**config.mk**
```make
export PLATFORM = sky130hd
export DESIGN_NAME = div_unit
export DESIGN_NICKNAME = d
export VERILOG_FILES = /design/src/rtl/div_unit.sv
export SDC_FILE = /design/constraint.sdc
export NUM_CORES = 1
export LEC_CHECK = 0
export ABC_AREA = 1
export CORE_UTILIZATION = 47
export DETAILED_ROUTE_END_ITERATION = 10
export GPL_TIMING_DRIVEN = 0
export PLACE_DENSITY_LB_ADDON = 0.25
export RECOVER_POWER = 100
export SYNTH_ARGS = -nofsm -noshare
export SYNTH_HDL_FRONTEND = slang
export SYNTH_SLANG_ARGS = --single-unit
```
**constraint.sdc**
```tcl
create_clock -name clk -period 5.6 [get_ports clk]
set_input_delay 1.12 -clock clk [delete_from_list [all_inputs] [get_ports clk]]
set_output_delay 1.12 -clock clk [all_outputs]
set_load 0.05 [all_outputs]
```
**src/rtl/div_unit.sv**
```systemverilog
// rtl/div_unit.sv - multi-cycle restoring shift-subtract unsigned divider
//
// Computes dividend / divisor (ALU alu_b / alu_a), one quotient bit per
// clock, and hands the held result to the ALU with a one-cycle div_done
// pulse. A zero divisor skips the iteration loop and reports div_by_zero
// with an all-ones quotient and the dividend as remainder.
//
// Ports:
//   clk          in   system clock, rising edge
//   rst_n        in   asynchronous active-low reset
//   start        in   request a division, sampled only in IDLE
//   dividend     in   WIDTH-bit dividend, captured on the accepting edge
//   divisor      in   WIDTH-bit divisor, captured on the accepting edge
//   busy         out  high while iterating
//   div_done     out  one-cycle pulse when results become valid
//   div_result   out  quotient, held until the next completion
//   div_rem      out  remainder, held with div_result
//   div_by_zero  out  divisor was zero, held with div_result

module div_unit #(
    parameter int WIDTH = 16
) (
    input  logic             clk,
    input  logic             rst_n,
    input  logic             start,
    input  logic [WIDTH-1:0] dividend,
    input  logic [WIDTH-1:0] divisor,
    output logic             busy,
    output logic             div_done,
    output logic [WIDTH-1:0] div_result,
    output logic [WIDTH-1:0] div_rem,
    output logic             div_by_zero
);

    localparam int CW = (WIDTH > 1) ? $clog2(WIDTH) : 1;
    localparam logic [CW-1:0] LAST_CNT = CW'(WIDTH - 1);

    typedef enum logic [1:0] {
        IDLE = 2'd0,
        RUN  = 2'd1,
        DONE = 2'd2
    } state_t;

    state_t           state_q;
    logic [WIDTH-1:0] dvd_q;     // dividend, shifted left to expose the next MSB
    logic [WIDTH-1:0] dsr_q;     // captured divisor
    logic [WIDTH-1:0] prem_q;    // partial remainder
    logic [WIDTH-1:0] quo_q;     // quotient bits collected so far
    logic [CW-1:0]    cnt_q;
    logic             busy_q;
    logic             done_q;
    logic [WIDTH-1:0] res_q;
    logic [WIDTH-1:0] rem_q;
    logic             dbz_q;

    // One restoring iteration. The shifted remainder needs WIDTH+1 bits:
    // with a divisor >= 2^(WIDTH-1) the shifted-out MSB is significant.
    logic [WIDTH:0]   prem_shift;
    logic [WIDTH:0]   prem_diff;
    logic             q_bit;
    logic [WIDTH-1:0] prem_d;
    logic [WIDTH-1:0] quo_d;

    always_comb begin
        prem_shift = {prem_q, dvd_q[WIDTH-1]};
        prem_diff  = prem_shift - {1'b0, dsr_q};
        // The partial remainder is always below the divisor, so the shifted
        // value is below twice the divisor: a successful subtract leaves the
        // top bit clear, a failed one wraps and sets it.
        q_bit      = ~prem_diff[WIDTH];
        prem_d     = q_bit ? prem_diff[WIDTH-1:0] : prem_shift[WIDTH-1:0];
        quo_d      = {quo_q[WIDTH-2:0], q_bit};
    end

    always_ff @(posedge clk or negedge rst_n) begin
        if (!rst_n) begin
            state_q <= IDLE;
            dvd_q   <= '0;
            dsr_q   <= '0;
            prem_q  <= '0;
            quo_q   <= '0;
            cnt_q   <= '0;
            busy_q  <= 1'b0;
            done_q  <= 1'b0;
            res_q   <= '0;
            rem_q   <= '0;
            dbz_q   <= 1'b0;
        end else begin
            case (state_q)
                IDLE: begin
                    done_q <= 1'b0;
                    if (start) begin
                        if (divisor == '0) begin
                            // No iterations needed; publish the fixed
                            // divide-by-zero answer directly.
                            res_q   <= '1;
                            rem_q   <= dividend;
                            dbz_q   <= 1'b1;
                            done_q  <= 1'b1;
                            state_q <= DONE;
                        end else begin
                            dvd_q   <= dividend;
                            dsr_q   <= divisor;
                            prem_q  <= '0;
                            quo_q   <= '0;
                            cnt_q   <= '0;
                            busy_q  <= 1'b1;
                            state_q <= RUN;
                        end
                    end
                end

                RUN: begin
                    prem_q <= prem_d;
                    quo_q  <= quo_d;
                    dvd_q  <= {dvd_q[WIDTH-2:0], 1'b0};
                    cnt_q  <= cnt_q + CW'(1);
                    if (cnt_q == LAST_CNT) begin
                        res_q   <= quo_d;
                        rem_q   <= prem_d;
                        dbz_q   <= 1'b0;
                        busy_q  <= 1'b0;
                        done_q  <= 1'b1;
                        state_q <= DONE;
                    end
                end

                DONE: begin
                    // start is deliberately not looked at here.
                    done_q  <= 1'b0;
                    state_q <= IDLE;
                end

                default: begin
                    busy_q  <= 1'b0;
                    done_q  <= 1'b0;
                    state_q <= IDLE;
                end
            endcase
        end
    end

    assign busy        = busy_q;
    assign div_done    = done_q;
    assign div_result  = res_q;
    assign div_rem     = rem_q;
    assign div_by_zero = dbz_q;

endmodule
```
==> results.ini, run 1 <==
[status]
outcome=finished, violations left
failed_checks=DRC, capacitance limit, slew limit

[setup_path]
worst-path-stages=10
end_kind=flip-flop
critical_path_buf_inv_count=3
crit_chain=dlygate4sd3_1, nor2_1, nand4_1, nand3b_1, nand2_1, nand2_1, inv_1, clkbuf_1, nor2_1, a21oi_1
cp_max_fo=10
arrival_ns=3.48
crit_family=buffers and inverters
worstPathRequired_ns=5.87
cp_slowest_cell=dlygate4sd3_1
setup.worst_path.start_class=input port
max_stage_delay_ns=0.55
worstSetupPathType=in -> reg
ff2ff_path_depth=17

[finish]
fin_cells=958
drive_gt1_share_pct=5.28
antennaDiodeCount=0
final_common_cell=nand2_1
area_delta_synth_final_pct=20.7
mostFrequentLayoutCells=nand2_1, inv_1, dfrtp_1
fin_nets=863

[synth]
synth_nets=782
ys_types=32
synth_seq_cells=104
ys.flop_type=dfrtp_1
synthCells=729
avgSynthCellArea_um2=7.68
seq_area_frac_synth_pct=46.5
synth_edf_count=0
yosysWarnings=0
synth_area_leaders=dfrtp_1, nand2_1, inv_1, nand3_1, ha_1
synth-async-reset-ratio_pct=100
synth_area_mm2=0.00560
synth_area_leader_cell=dfrtp_1
synth_top_area_share_pct=46.5

[clock_tree]
clkTransAtPathRegs_ns=0.07
cts_resized=0
clk_path_buf_depth=2
cts_buffers=9
htreeDepth=3
clk_latency_ns=0.35
cts-root-buf=clkbuf_16
cts_hold_buf=0
cts_tree=yes
cts_setup_buffers=0
clkSinkCount=104

[floorplan]
core_region_area_mm2=0.0115
io_pins=70
initial_core_util_pct=48.6
die-area_mm2=0.0124
rows=39
die_h_um=111
die_w_um=111

[global_route]
grt_usage_pct=24.3
grt_max_degree=69
antenna_found_initial=0
met1_usage_pct=30.2
grt-busiest-layer=met2
use_met3_pct=6.23
use_met2_pct=42.2
overflow=0
grt_pass1_vias=4928
grt_pass1_wl_mm=23.6

[drt]
vias=4839
drtIter0Drc=330
avgRoutedWirePerCell_um=14.6
drt_first_pass_iters=8
drt-total-wl_mm=13.9
final_antenna_net_count=0
drc_errors=4
viasPerCell=5.05

[timing]
rsz0062_at_grt=no
setup_ws_ns=2.39
period_share_pct=57.4
skew_ns=0.00647
drv_slew=37
relSlewSlack_pct=-45.5
setup_viol=0
tightest_slew_ns=2.18
period_needed_ns=3.21
hold_viol=0
holdWs_ns=0.488
fmaxAchievable_mhz=311
fin_setup_tns_ns=0

[place]
numPortBuffers=69
pre_cts_ws_ns=2.56
place_congestion=0.889
place_hpwl_mm=10.7
dp_cells=942

[power_and_ir_drop]
leakage_nw=3.35
p_per_area_mw_per_mm2=609
ir_worst_vdd_v=0.000348

[min_path]
hold_class=reg -> reg
hold_depth=2

[flow_run]
max_cap_violations=1

final timing paths:
check	slack [ns]	to	start
max in group asynchronous	2.95	prem_q[15]	rst_n
max	2.39	div_result[8]	divisor[14]
min	0.49	dvd_q[0]	dvd_q[0]
min in group asynchronous	1.40	dsr_q[13]	rst_n
min reg2reg	0.49	dvd_q[0]	dvd_q[0]
max reg2reg	3.17	div_rem[14]	dvd_q[15]
metrics by stage:
stage	power [mW]	cell area, um2	util (%)
global route	4.48	6760	58.7
detailed placement	3.54	6490	56.4
floorplan	2.87	5600	-
finish	4.11	6760	58.7
global placement	3.49	6470	56.2
CTS	4.21	6800	59.1
logic make-up (layout without fill, tap and decap cells):
kind of cell	Yosys count	after routing	share of synthesized area [%]
flip-flops	104	104	46.5
XOR/XNOR	8	8	1.25
AO/OA/AOI/OAI	73	73	7.62
AND/OR/NAND/NOR	384	384	30.0
adder cells (fa/ha/maj)	18	18	4.16
buffers and inverters	142	228	10.4
cell type report:
| type | count | area [um2] |
|---|---|---|
| clock inverters | 6 | 78.8 |
| repair buffers | 70 | 712 |
| clock buffers | 10 | 229 |
| well taps | 143 | 179 |
| flip-flops and latches | 104 | 2600 |
| plain buffers | 24 | 114 |
| fillers | 1080 | 4760 |
| multi-input cells | 483 | 2400 |
| inverters | 118 | 443 |
worst reg2reg max path: stages, from the launching register on:
cell     delay (ns)
dfrtp_1        0.42
inv_1          0.07
ha_1           0.13
inv_1          0.07
fa_1           0.41
nand2_1        0.11
nand2_1        0.07
nand3_1        0.09
nand2_1        0.10
nand2_2        0.10
nand2_2        0.07
nand2_2        0.08
nand2_4        0.08
buf_6          0.14
nand3_1        0.10
nand3_1        0.15
nand2_1        0.10
inv_1          0.04
synth_stat cells, drive strengths merged (2+ instances only):
cell and n:
o21ai 18, buf 19, and2 4, o211ai 15, nand3 84, nand4 4
xor2 8, or2 19, nor4 2, ha 17, inv 117, nor2 58
a21oi 24, o22ai 15, nand2 211, dfrtp 104, clkbuf 5
power by group:
group          switching, mW  internal [mW]  leakage [nW]
Clock                  0.299          0.353         0.142
Combinational           1.56          0.753          1.96
Sequential             0.138           1.01          1.24
state kept, by name, indices dropped and copies added, names as in the netlist:
| name | cells |
|---|---|
| busy | 1 |
| dsr_q | 16 |
| div_by_zero | 1 |
| cnt_q | 4 |
| quo_q | 15 |
| prem_q | 16 |
| state_q | 2 |
| div_rem | 16 |
| div_done | 1 |
| dvd_q | 16 |
| div_result | 16 |
routing by layer:
layer	vias to the layer above	share of wire, %
li1	2450	-
met1	2279	45
met2	94	49
met3	16	4.6
met4	0	1.7
met5	-	0
(Power assumes the default switching activity.)
==> run 2, diff against run 1 <==
- clock period: 5.6 -> 3.1 ns (I/O delays scaled with it)
==> results.ini, run 2 (synthesis results as in run 1) <==
[status]
outcome=finished, violations left
failed_checks=DRC, capacitance limit, slew limit

[min_path]
hold_start=dvd_q[0]
worst_hold_path.endpoint=dvd_q[0]
hold_class=reg -> reg
hold_depth=2

[drt]
drtIter0Drc=378
drt-total-wl_mm=13.9
routed-wl-met2_mm=6.90
drc_errors=4
vias=4879
drt_first_pass_iters=8
wl_met1_mm=6.19
avgRoutedWirePerCell_um=14.6
viasPerCell=5.09
routed.top_layer=met4
dr_wl_met3_um=663
final_antenna_net_count=0

[timing]
setup_viol=0
skew_ns=0.00665
fin_setup_tns_ns=0
tightest_slew_ns=2.18
rsz0062_at_grt=no
period_share_pct=83.6
drv_slew=37
hold_viol=0
setup_ws_ns=0.508
period_needed_ns=2.59
fmaxAchievable_mhz=386
holdWs_ns=0.488
relSlewSlack_pct=-45.5

[floorplan]
rows=39
die-area_mm2=0.0124
core_region_area_mm2=0.0115
io_pins=70
die_w_um=111
die_h_um=111
initial_core_util_pct=48.6

[setup_path]
max_stage_delay_ns=0.42
worstSetupPathType=reg -> reg
r2r_start=dvd_q[15]
timing.rr.end=div_rem[14]
ff2ff_path_depth=17
cp_max_fo=10
crit_top_cell=nand2_1
critical_path_buf_inv_count=4
crit_family=simple AND/OR/NAND/NOR gates
cp_slowest_cell=dfrtp_1
end_kind=flip-flop
r2r_setup_slack_ns=0.51
crit_chain=inv_1, ha_1, inv_1, fa_1, nand2_1, nand2_1, nand3_1, nand2_1, nand2_1, nand2_1, nand2_2, nand2_1, buf_6, nand3_1, nand3_1, nand2_1, inv_1
arrival_ns=2.84
setup.worst_path.start_class=flip-flop
worstPathRequired_ns=3.35

[power_and_ir_drop]
ir_worst_vdd_v=0.000627
leakage_nw=3.35
seqPwrFrac_pct=27.9
pwr-share-comb_pct=56.3
clkPwrFrac_pct=15.8
p_sw_share_pct=48.4
p_per_area_mw_per_mm2=1100
p_switching_mw=3.60
finalPower_mw=7.44
p_int_mw=3.84

[finish]
fin_area_mm2=0.00676
fin_util_pct=58.7
fin_nets=863
final_common_cell=nand2_1
antennaDiodeCount=0
fin_cells=958
mostFrequentLayoutCells=nand2_1, inv_1, dfrtp_1
multi_input_area_mm2=0.00240
fillCellCount=1078
drive_gt1_share_pct=5.15
area_delta_synth_final_pct=20.8
ff_latch_area_mm2=0.00260

[global_route]
overflow=0
antenna_found_initial=0
grt_max_degree=69
grt_pass1_wl_mm=23.6
grt_usage_pct=24.3
grt_pass1_vias=4928

[clock_tree]
clkTransAtPathRegs_ns=0.07
clk_path_buf_depth=2
cts_hold_buf=0
cts_resized=0
cts-root-buf=clkbuf_16
clkSinkCount=104
clk_latency_ns=0.35
htreeDepth=3
cts_tree=yes
cts_buffers=9
cts_setup_buffers=0

[place]
dp_cells=942
pre_cts_ws_ns=0.561
numPortBuffers=69
place_hpwl_mm=10.7
dpl_cell_area_mm2=0.00649
place_congestion=0.889

[flow_run]
max_cap_violations=1

## run 2: cell types whose count changed in the layout (fill, tap and decap cells not counted)
cell	before	now
nand2_1	204	206
buf_6	2	3
nand2_2	5	3
clkbuf_1	17	16
## run 2: worst max path at each step
stage	end	cells past startpoint	startpoint
global route	div_rem[14]	17	dvd_q[15]
CTS	div_rem[14]	17	dvd_q[15]
finish	div_rem[14]	17	dvd_q[15]
detailed placement	div_rem[11]	11	divisor[15]
floorplan	div_rem[10]	17	dvd_q[15]
global placement	div_done	1	rst_n
## run 2: worst reg2reg max path: cells and delay by family (launching register included)
family                   cells  cell delay, ns
buffers and inverters        4            0.39
AND/OR/NAND/NOR             11            1.15
adder cells (fa/ha/maj)      2            0.54
flip-flops                   1            0.42
## run 2: power groups by stage
stage | clock network [mW] | registers [mW] | logic, mW
2_1_floorplan | 0 | 2.47 | 2.72
3_3_place_gp | 0 | 2.09 | 4.21
3_5_place_dp | 0 | 2.11 | 4.29
4_1_cts | 1.20 | 2.09 | 4.31
5_1_grt | 1.25 | 2.13 | 4.72
6_report | 1.18 | 2.08 | 4.19
## run 2: final cells by class
type,count,share of cell area [%]
repair buffers,70,10.5
flip-flops and latches,104,38.5
clock buffers,10,3.39
clock inverters,6,1.17
plain buffers,24,1.79
inverters,118,6.55
well taps,143,2.65
multi-input cells,483,35.4
## run 2: routing by layer
metal  vias to the layer above  track usage (%)
met5                         -                0
met4                         0             5.86
met3                        12             6.23
met2                        99             42.2
met1                      2317             30.2
li1                       2451                -
==> run 3, diff against run 2 <==
- clock period: 3.1 -> 2.5 ns (I/O delays scaled with it)
==> results.ini, run 3 (synthesis results as in run 1) <==
[finish]
antennaDiodeCount=0
drive_gt1_share_pct=7.59
fin_area_mm2=0.00681
multi_input_area_mm2=0.00243
mostFrequentLayoutCells=nand2_1, inv_1, dfrtp_1
fillCellCount=1069
fin_nets=865
fin_cells=960
ff_latch_area_mm2=0.00260
fin_util_pct=59.1
area_delta_synth_final_pct=21.6
final_common_cell=nand2_1

[place]
place_congestion=0.889
dp_cells=942
dpl_cell_area_mm2=0.00649
place_hpwl_mm=10.7
numPortBuffers=69

[status]
failed_checks=DRC
outcome=finished, violations left

[global_route]
grt-busiest-layer=met2
grt_pass1_vias=4928
grt_pass1_wl_mm=23.6
grt_max_degree=69
grt_usage_pct=24.3
met1_usage_pct=30.2
overflow=0
use_met2_pct=42.2
antenna_found_initial=0
use_met3_pct=6.23

[timing]
tightest_slew_ns=0.951
drv_slew=0
period_share_pct=93.2
fmaxAchievable_mhz=429
setup_viol=0
hold_viol=0
rsz0062_at_grt=yes
relSlewSlack_pct=36.6
period_needed_ns=2.33
skew_ns=0.00587
holdWs_ns=0.278

[clock_tree]
clk_latency_ns=0.35
htreeDepth=3
clkSinkCount=104
cts_tree=yes
clkTransAtPathRegs_ns=0.07
cts-root-buf=clkbuf_16
cts_hold_buf=0
cts_buffers=9
clk_path_buf_depth=2

[drt]
viasPerCell=5.07
avgRoutedWirePerCell_um=14.6
drt-total-wl_mm=14.0
drt_first_pass_iters=8
drc_errors=4
final_antenna_net_count=0
drtIter0Drc=340
vias=4863

[setup_path]
r2r_start=dvd_q[15]
end_kind=flip-flop
arrival_ns=2.58
setup.worst_path.start_class=flip-flop
cp_max_fo=10
worstPathRequired_ns=2.75
crit_path_start=dvd_q[15]
worstSetupPathType=reg -> reg

[floorplan]
die-area_mm2=0.0124
rows=39
initial_core_util_pct=48.6
die_h_um=111
core_region_area_mm2=0.0115
die_w_um=111
io_pins=70

[flow_run]
max_cap_violations=0

[power_and_ir_drop]
ir_worst_vdd_v=0.000785
p_per_area_mw_per_mm2=1370
leakage_nw=3.38

[min_path]
hold_class=in -> async

-- run 3: changes by cell type in the layout (fill, tap and decap cells not counted), moves of 2 or more --
cell	before	now
buf_4	0	2
clkbuf_1	16	8
clkbuf_2	0	7
nand2_1	206	201
nand2_2	3	7
nand3_1	84	81
nand3_2	0	3
-- run 3: critical path, stage by stage, from the launching register on --
cell	delay, ns
dfrtp_1	0.42
inv_1	0.07
ha_1	0.15
inv_2	0.06
fa_2	0.40
nand2_2	0.08
nand2_1	0.07
nand3_1	0.10
nand2_2	0.08
nand2_2	0.10
nand2_2	0.07
nand2_2	0.08
nand2_4	0.10
buf_8	0.16
nand3_1	0.09
nand3_1	0.09
nand2_1	0.07
inv_1	0.04
-- run 3: area by class of cell --
cell class | instances | area share [%]
Sequential cell | 104 | 38.2
Multi-Input combinational cell | 483 | 35.7
Timing Repair Buffer | 72 | 10.4
Inverter | 118 | 6.51
Clock buffer | 10 | 3.36
Tap cell | 143 | 2.63
Buffer | 24 | 1.97
Clock inverter | 6 | 1.16
-- run 3: power breakdown --
part	switching [mW]	internal (mW)
logic	3.54	1.77
clock network	0.670	0.791
registers	0.308	2.27
total	4.51	4.83
-- run 3: timing repair --
item,4_1_cts,5_1_grt
setup buffers,0,2
resized for setup,0,8
endpoints found under the setup margin,0,10
-- run 3: worst paths after layout --
path                            depth (start not counted)  slack (ns)       endpoint
worst max-delay path                                   17        0.17     div_rem[8]
worst min-delay path                                    1        0.28      dsr_q[13]
worst max register to register                         17        0.17     div_rem[8]
worst min register to register                          2        0.49           busy
max in group asynchronous                               2        0.68  div_result[0]
min in group clk                                        2        0.49           busy
-- run 3: per-stage QoR --
stage                     total power [mW]  TNS, ns  setup slack, ns
final                                 9.34        0            0.169
after global routing                  10.2  -0.0386          -0.0145
after CTS                             9.43        0           0.0786
after detailed placement              7.93        0           0.0812
after global placement                7.81  -309.76            -2.99
after floorplan                       6.43        0            0.441
-- run 3: layer usage --
layer	vias up	wire length (um)
met1	2298	6150
met4	0	214
met3	13	684
met2	96	6960
li1	2456	-
met5	-	0
